File: config.mk
export PLATFORM = sky130hd
export DESIGN_NAME = grant_xfer_ctrl
export DESIGN_NICKNAME = d
export VERILOG_FILES = /design/src/rtl/grant_xfer_pkg.sv /design/src/rtl/xfer_out_reg.sv /design/src/rtl/grant_xfer_ctrl.sv
export SDC_FILE = /design/constraint.sdc
export NUM_CORES = 1
export LEC_CHECK = 0
export ABC_AREA = 1
export BUFFER_PORTS_ARGS = -buffer_cell sky130_fd_sc_hd__buf_2
export CAP_MARGIN = 20
export CORE_UTILIZATION = 55
export CTS_BUF_LIST = sky130_fd_sc_hd__clkbuf_4
export DETAILED_ROUTE_END_ITERATION = 12
export GPL_ROUTABILITY_DRIVEN = 0
export GPL_TIMING_DRIVEN = 0
export PLACE_DENSITY = 0.87
export SLEW_MARGIN = 20
export SYNTH_ARGS = -nofsm -noshare
export SYNTH_HDL_FRONTEND = slang
export SYNTH_HIERARCHICAL = 1
export SYNTH_SLANG_ARGS = --single-unit
File: constraint.sdc
create_clock -name clk -period 3.2 [get_ports clk]
set_clock_uncertainty 0.05 [all_clocks]
set_input_delay 0.32 -clock clk [delete_from_list [all_inputs] [get_ports clk]]
set_output_delay 0.32 -clock clk [all_outputs]
set_load 0.03 [all_outputs]
File: src/rtl/grant_xfer_pkg.sv
`default_nettype none
// +------------------------------------------------------------------+
// | grant_xfer_pkg : shared types for the grant transfer controller   |
// | Rev 1.0                                                           |
// +------------------------------------------------------------------+
package grant_xfer_pkg;

  localparam int BURST_MAX_DEF = 4;

  typedef enum logic [4:0] {
    ST_IDLE  = 5'b00001,
    ST_XFER0 = 5'b00010,
    ST_XFER1 = 5'b00100,
    ST_REL0  = 5'b01000,
    ST_REL1  = 5'b10000
  } xfer_state_t;

endpackage
`default_nettype wire

File: src/rtl/xfer_out_reg.sv
`default_nettype none
// +------------------------------------------------------------------+
// | xfer_out_reg : single valid/ready register holding one sink beat  |
// | Rev 1.0                                                           |
// +------------------------------------------------------------------+
module xfer_out_reg #(
  parameter int DATA_W = 8
) (
  input  logic              clk,
  input  logic              rst,
  input  logic              load,
  input  logic [DATA_W-1:0] load_data,
  input  logic              load_src,
  input  logic              load_last,
  input  logic              snk_ready,
  output logic              snk_valid,
  output logic [DATA_W-1:0] snk_data,
  output logic              snk_src,
  output logic              snk_last
);

  // Payload fields only change on a new load, so they hold through stalls.
  always_ff @(posedge clk) begin
    if (rst) begin
      snk_valid <= 1'b0;
      snk_data  <= '0;
      snk_src   <= 1'b0;
      snk_last  <= 1'b0;
    end else if (load) begin
      snk_valid <= 1'b1;
      snk_data  <= load_data;
      snk_src   <= load_src;
      snk_last  <= load_last;
    end else if (snk_ready) begin
      snk_valid <= 1'b0;
    end
  end

endmodule
`default_nettype wire

File: src/rtl/grant_xfer_ctrl.sv
`default_nettype none
// +------------------------------------------------------------------+
// | grant_xfer_ctrl : steers the granted requester onto one sink port |
// | Rev 1.0                                                           |
// +------------------------------------------------------------------+
module grant_xfer_ctrl
  import grant_xfer_pkg::*;
#(
  parameter int DATA_W    = 8,
  parameter int BURST_MAX = BURST_MAX_DEF
) (
  input  logic              clk,
  input  logic              rst,
  input  logic              gnt_0,
  input  logic              gnt_1,
  input  logic              src0_valid,
  input  logic              src1_valid,
  input  logic [DATA_W-1:0] src0_data,
  input  logic [DATA_W-1:0] src1_data,
  input  logic              src0_last,
  input  logic              src1_last,
  output logic              src0_ready,
  output logic              src1_ready,
  output logic              snk_valid,
  output logic [DATA_W-1:0] snk_data,
  output logic              snk_src,
  output logic              snk_last,
  input  logic              snk_ready,
  output logic              done_0,
  output logic              done_1,
  output logic              abort_0,
  output logic              abort_1,
  output logic              err_both
);

  localparam int              CNT_W   = $clog2(BURST_MAX);
  localparam logic [CNT_W-1:0] CNT_TOP = CNT_W'(BURST_MAX - 1);

  xfer_state_t       r_state;
  logic [CNT_W-1:0]  r_cnt;

  logic              w_both;
  logic              w_slot_free;
  logic              w_acc0;
  logic              w_acc1;
  logic              w_term0;
  logic              w_term1;
  logic              w_load;
  logic              w_load_last;
  logic [DATA_W-1:0] w_load_data;

  assign w_both      = gnt_0 & gnt_1;
  assign w_slot_free = ~snk_valid | snk_ready;

  assign src0_ready  = (r_state == ST_XFER0) & gnt_0 & ~gnt_1 & w_slot_free;
  assign src1_ready  = (r_state == ST_XFER1) & gnt_1 & ~gnt_0 & w_slot_free;

  assign w_acc0      = src0_valid & src0_ready;
  assign w_acc1      = src1_valid & src1_ready;
  assign w_term0     = w_acc0 & (src0_last | (r_cnt == CNT_TOP));
  assign w_term1     = w_acc1 & (src1_last | (r_cnt == CNT_TOP));

  // At most one of w_acc0/w_acc1 can be high, so a simple select suffices.
  assign w_load      = w_acc0 | w_acc1;
  assign w_load_data = w_acc1 ? src1_data : src0_data;
  assign w_load_last = w_acc1 ? w_term1 : w_term0;

  always_ff @(posedge clk) begin
    if (rst) begin
      r_state  <= ST_IDLE;
      r_cnt    <= '0;
      done_0   <= 1'b0;
      done_1   <= 1'b0;
      abort_0  <= 1'b0;
      abort_1  <= 1'b0;
      err_both <= 1'b0;
    end else begin
      done_0  <= 1'b0;
      done_1  <= 1'b0;
      abort_0 <= 1'b0;
      abort_1 <= 1'b0;
      if (w_both) begin
        err_both <= 1'b1;
        r_state  <= ST_IDLE;
      end else begin
        case (r_state)
          ST_IDLE: begin
            if (gnt_0) begin
              r_state <= ST_XFER0;
              r_cnt   <= '0;
            end else if (gnt_1) begin
              r_state <= ST_XFER1;
              r_cnt   <= '0;
            end
          end
          ST_XFER0: begin
            if (w_term0) begin
              r_state <= ST_REL0;
              done_0  <= 1'b1;
            end else if (!gnt_0) begin
              r_state <= ST_IDLE;
              abort_0 <= 1'b1;
            end else if (w_acc0) begin
              r_cnt <= r_cnt + CNT_W'(1);
            end
          end
          ST_XFER1: begin
            if (w_term1) begin
              r_state <= ST_REL1;
              done_1  <= 1'b1;
            end else if (!gnt_1) begin
              r_state <= ST_IDLE;
              abort_1 <= 1'b1;
            end else if (w_acc1) begin
              r_cnt <= r_cnt + CNT_W'(1);
            end
          end
          // REL waits out the arbiter's grant-drop latency.
          ST_REL0: if (!gnt_0) r_state <= ST_IDLE;
          ST_REL1: if (!gnt_1) r_state <= ST_IDLE;
          default: r_state <= ST_IDLE;
        endcase
      end
    end
  end

  xfer_out_reg #(
    .DATA_W(DATA_W)
  ) u_out_reg (
    .clk       (clk),
    .rst       (rst),
    .load      (w_load),
    .load_data (w_load_data),
    .load_src  (w_acc1),
    .load_last (w_load_last),
    .snk_ready (snk_ready),
    .snk_valid (snk_valid),
    .snk_data  (snk_data),
    .snk_src   (snk_src),
    .snk_last  (snk_last)
  );

endmodule
`default_nettype wire
# Word level (Yosys, flattened, before mapping)
# Cells that the tools add are included.
# word_totals
regBits,23
latchBits,0
mem_bits_rw,0
rom_bits,0
inputBits,25
output_inout_bits,18
word_cells,78
n_memories,0
# op_classes
n_addsub,1
multipliers,0
n_div,0
n_lt_le_gt_ge,0
n_eq_ne,13
shift,0
mux,24
n_bitwise,21
reduce_logical,8
# ops
op,count
5-bit 2-to-1 mux,6
5-bit one-hot mux with 5 select lines,1
2-bit 2-to-1 mux,8
1-bit bitwise AND,11
2-bit != test (second input constant),5
9-bit AND reduction,1
8-bit 2-to-1 mux,1
4-bit OR reduction,2
1-bit 2-to-1 mux,7
1-bit inverter,6
2-bit one-hot mux with 3 select lines,1
3-bit OR reduction,2
5-bit by 1-bit == test with 1-bit output (second input constant),1
5-bit by 2-bit == test with 1-bit output (second input constant),1
5-bit by 3-bit == test with 1-bit output (second input constant),1
5-bit by 4-bit == test with 1-bit output (second input constant),1
5-bit == test (second input constant),1
1-bit OR,4
3-bit != test (second input constant),1
3-bit nonzero test,1
2-bit by 1-bit adder with 2-bit output (second input constant),1
2-bit == test (second input constant),1
2-bit by 1-bit != test with 1-bit output (second input constant),1
2-bit nonzero test,1
2-bit OR reduction,1

# Logic depth before layout (Yosys ltp)
# logic_depth
word_depth,9
ltp_mapped,10
depth_no_buf,10

# Hierarchy
# The synthesis kept the hierarchy.
# by_module_without_submodules
module,instances,cells_per_inst,area_per_inst_um2,seq_area_each_um2
grant_xfer_ctrl,1,134,838.3,240.2
xfer_out_reg,1,48,387.9,220.2

# Worst setup path before layout
# No wires, ideal clock.
# synth_timing
kind,register to output
from,register r_state[1]
to,output port src0_ready
arrival_ns,1.341
required_ns,2.830
setup_slack_ns,1.489
path_stages_with_launch,5
n_path_buf,0
cell_sequence,dfxtp_1 -> inv_1 -> nor2_1 -> nand3_2 -> nor3_1
# synth_between
elab_chain_cells,4
# synth_lines
item,line,text
from (decl),grant_xfer_ctrl.sv:39,xfer_state_t r_state;
from (signal assigned),grant_xfer_ctrl.sv:70,r_state <= ST_IDLE;
from (signal assigned),grant_xfer_ctrl.sv:84,r_state <= ST_IDLE;
from (signal assigned),grant_xfer_ctrl.sv:89,r_state <= ST_XFER0;
5-bit by 2-bit == test with 1-bit output,grant_xfer_ctrl.sv:55,assign src0_ready = (r_state == ST_XFER0) & gnt_0 & ~gnt_1 & w_slot_free;
1-bit bitwise AND (3 in a row),grant_xfer_ctrl.sv:55,
to (decl),grant_xfer_ctrl.sv:22,"output logic src0_ready,"
# No other way between the ends.

# Worst setup path after layout
# Same ends and word-level chain as after synthesis.

==> run_results.csv <==
group,metric,value,unit
outcome,status,"complete, no violations",
hold_path,hp-class,"primary input to flip-flop",
power,switching_power,161,µW
timing,setup_tns,0,ns
timing,fmax,0.537,GHz
global_routing,grt_use_total,0.242,
floorplanning,fp.dieW,49.2,µm
clocking,clk_path_buf_depth,2,
cells_and_area,area_delta_synth_final,22.1,%
yosys,syn_inst,182,
cells_and_area,final_cell_count_no_fill,255,
cells_and_area,fin_util,0.741,
power,p_per_area,363,nW/µm²
detailed_routing,dr.pass1.iters,4,
detailed_routing,wl,2890,µm
detailed_routing,wl_per_cell,11.3,µm
cells_and_area,mostFrequentLayoutCells,"nand2_1 (49), buf_2 (42), nor2_1 (40), dfxtp_1 (23), inv_1 (18)",
clocking,cts_resized,0,
critical_path,required,2.83,ns
power,p_sw_frac,0.296,
global_routing,grt_max_degree,14,
cells_and_area,final_common_cell,"nand2_1",
global_routing,antenna_found_initial,0,
cells_and_area,nets,255,
floorplanning,die_h,49.2,µm
placed_design,placed_cells,251,
timing,fin_crit_sh,0.582,
critical_path,critical_path_arrival,1.49,ns
timing,maxSlewViolCount,0,
power,peakVddDrop,0.290,mV
floorplanning,num_rows,16,
power,p_leak,0.833,nW
placed_design,dp_hpwl,2260,µm
yosys,post_synth_instance_area,1230,µm²
clocking,clkLatencyLatePin,0.31,ns
timing,rsz0062_at_grt,"false",
job,cap_violations,0,
timing,fin_crit,1.86,ns
cells_and_area,antenna_cells,0,
clocking,cts-htree-levels,1,
yosys,synth.avg_cell_area,6.74,µm²
yosys,synth-seq-cells,23,
detailed_routing,num_vias,1343,
yosys,synth_cell_types,27,
power,power_frac_seq,0.560,
detailed_routing,drc_errors,0,
critical_path,worstSetupStartpointType,"flip-flop",
power,power.clock.fraction,0.247,
timing,worst_pin_slew,0.285,ns
power,power_frac_comb,0.193,
global_routing,grt-ovfl-total,0,
critical_path,crit_type,"flip-flop to primary output",
floorplanning,dieArea,2420,µm²
timing,hold_viol_final,0,
floorplanning,core_area,2020,µm²
clocking,clkSinkCount,23,
cells_and_area,fillers,170,
clocking,ctsHoldBuffers,0,
yosys,syn_nets,208,
global_routing,grt_pass1_wl,4700,µm
critical_path,cp_max_fo,7,
yosys,seq_area_frac_synth,0.376,
detailed_routing,first_iter_violations,59,
timing,slew_headroom,0.809,
floorplanning,io_pins,43,
clocking,numCtsBuffers,3,
global_routing,grt_pass1_vias,1196,
critical_path,critical_path.endpoint_type,"primary output",
detailed_routing,vias_per_cell,5.27,
cells_and_area,final_layout_size_suffix_gt1_frac,0.285,
clocking,cts-root-buf,"clkbuf_4",
detailed_routing,ant_nets,0,
placed_design,portBuffers,42,
clocking,cts.clk_slew.worst_paths,0.13,ns
power,internal_power,383,µW
yosys,ys_warn_count,6,
clocking,cts_tree,"done",
timing,finalSetupViolations,0,
clocking,post-cts-setup-buffer-count,0,
floorplanning,start_util,0.606,
power by group through the flow:
stage	clock, mW	combinational (mW)	sequential [mW]
floorplan	0	0.0654	0.314
global placement	0	0.0983	0.310
detailed placement	0	0.103	0.311
CTS	0.132	0.104	0.305
global route	0.148	0.117	0.307
finish	0.135	0.105	0.305
Yosys cell counts:
cell | n | share of area
o21ai_0 | 6 | 0.024
ha_1 | 1 | 0.010
nor2_2 | 3 | 0.015
nand2_2 | 1 | 0.0051
a21oi_1 | 2 | 0.0082
o21a_1 | 1 | 0.0061
dfxtp_1 | 23 | 0.38
buf_6 | 1 | 0.0092
nor3_1 | 3 | 0.012
a21oi_2 | 1 | 0.0071
nand3_1 | 6 | 0.024
o2111ai_1 | 1 | 0.0071
nor2_4 | 2 | 0.018
buf_4 | 1 | 0.0061
nand3b_4 | 1 | 0.016
o21ai_2 | 1 | 0.0071
nand4_1 | 6 | 0.031
o22ai_1 | 1 | 0.0051
nand3_4 | 1 | 0.014
inv_2 | 2 | 0.0061
nor2_1 | 40 | 0.12
o21ai_1 | 6 | 0.024
clkinv_4 | 1 | 0.0071
nand3_2 | 3 | 0.024
a31o_2 | 1 | 0.0071
inv_1 | 18 | 0.055
nand2_1 | 49 | 0.15
registers in the layout, summed over array words and instances (netlist names):
name                 flops
u_out_reg/snk_data       8
r_state                  5
r_cnt                    2
abort_0                  1
abort_1                  1
done_0                   1
done_1                   1
err_both                 1
u_out_reg/snk_last       1
u_out_reg/snk_src        1
u_out_reg/snk_valid      1
routing by layer:
metal | up-vias | routed length [µm] | global-route usage
met4 | 0 | 31 | 0.0637
met5 | - | 0 | 0
met3 | 8 | 177 | 0.0218
met1 | 609 | 1190 | 0.278
met2 | 54 | 1500 | 0.466
li1 | 672 | - | -
logic make-up after synthesis:
group	after synthesis	share of synthesized area
adder cells (fa/ha/maj)	1	0.0102
flip-flops	23	0.376
buffers and inverters	23	0.0837
AND/OR/NAND/NOR	115	0.434
AO/OA/AOI/OAI	20	0.0970
critical path, stage by stage, from the launching register on:
cell and delay, ns:
dfxtp_1 0.41, inv_1 0.07, nor2_1 0.13, nand3_2 0.18
nor3_1 0.17, buf_2 0.22
cell type report:
type,count,area [µm²],share of cell area
multi-input combinational,136,663,0.443
sequential,23,460,0.307
timing repair buffer,42,210,0.140
inverter,21,83.8,0.0560
tap,27,33.8,0.0226
clock buffer,3,22.5,0.0150
buffer,2,18.8,0.0125
clock inverter,1,5.00,0.00334
through the flow:
stage / hold slack, ns / power [mW] / cell area [µm²] / worst slack, ns
3_3_place_gp: 0.388 / 0.408 / 1470 / 1.54
6_report: 0.189 / 0.544 / 1500 / 1.34
2_1_floorplan: 0.332 / 0.380 / 1230 / 1.49
5_1_grt: 0.197 / 0.572 / 1500 / 1.21
4_1_cts: 0.202 / 0.541 / 1500 / 1.34
3_5_place_dp: 0.402 / 0.414 / 1470 / 1.47
path summary, 6_finish.rpt:
| check | depth (start not counted) | startpoint | endpoint | slack, ns |
|---|---|---|---|---|
| worst min register to register | 2 | err_both$_SDFFE_PP0P_ | err_both$_SDFFE_PP0P_ | 0.42 |
| worst max register to register | 9 | r_state[4]$_SDFFE_PP0P_ | u_out_reg/snk_data[4]$_SDFFE_PP0P_ | 1.56 |
| worst min-delay path | 2 | rst | u_out_reg/snk_valid$_SDFFE_PP0P_ | 0.19 |
| worst max-delay path | 5 | r_state[1]$_SDFFE_PP0P_ | src0_ready | 1.34 |
Note: power is estimated with default switching activity, not from simulation.
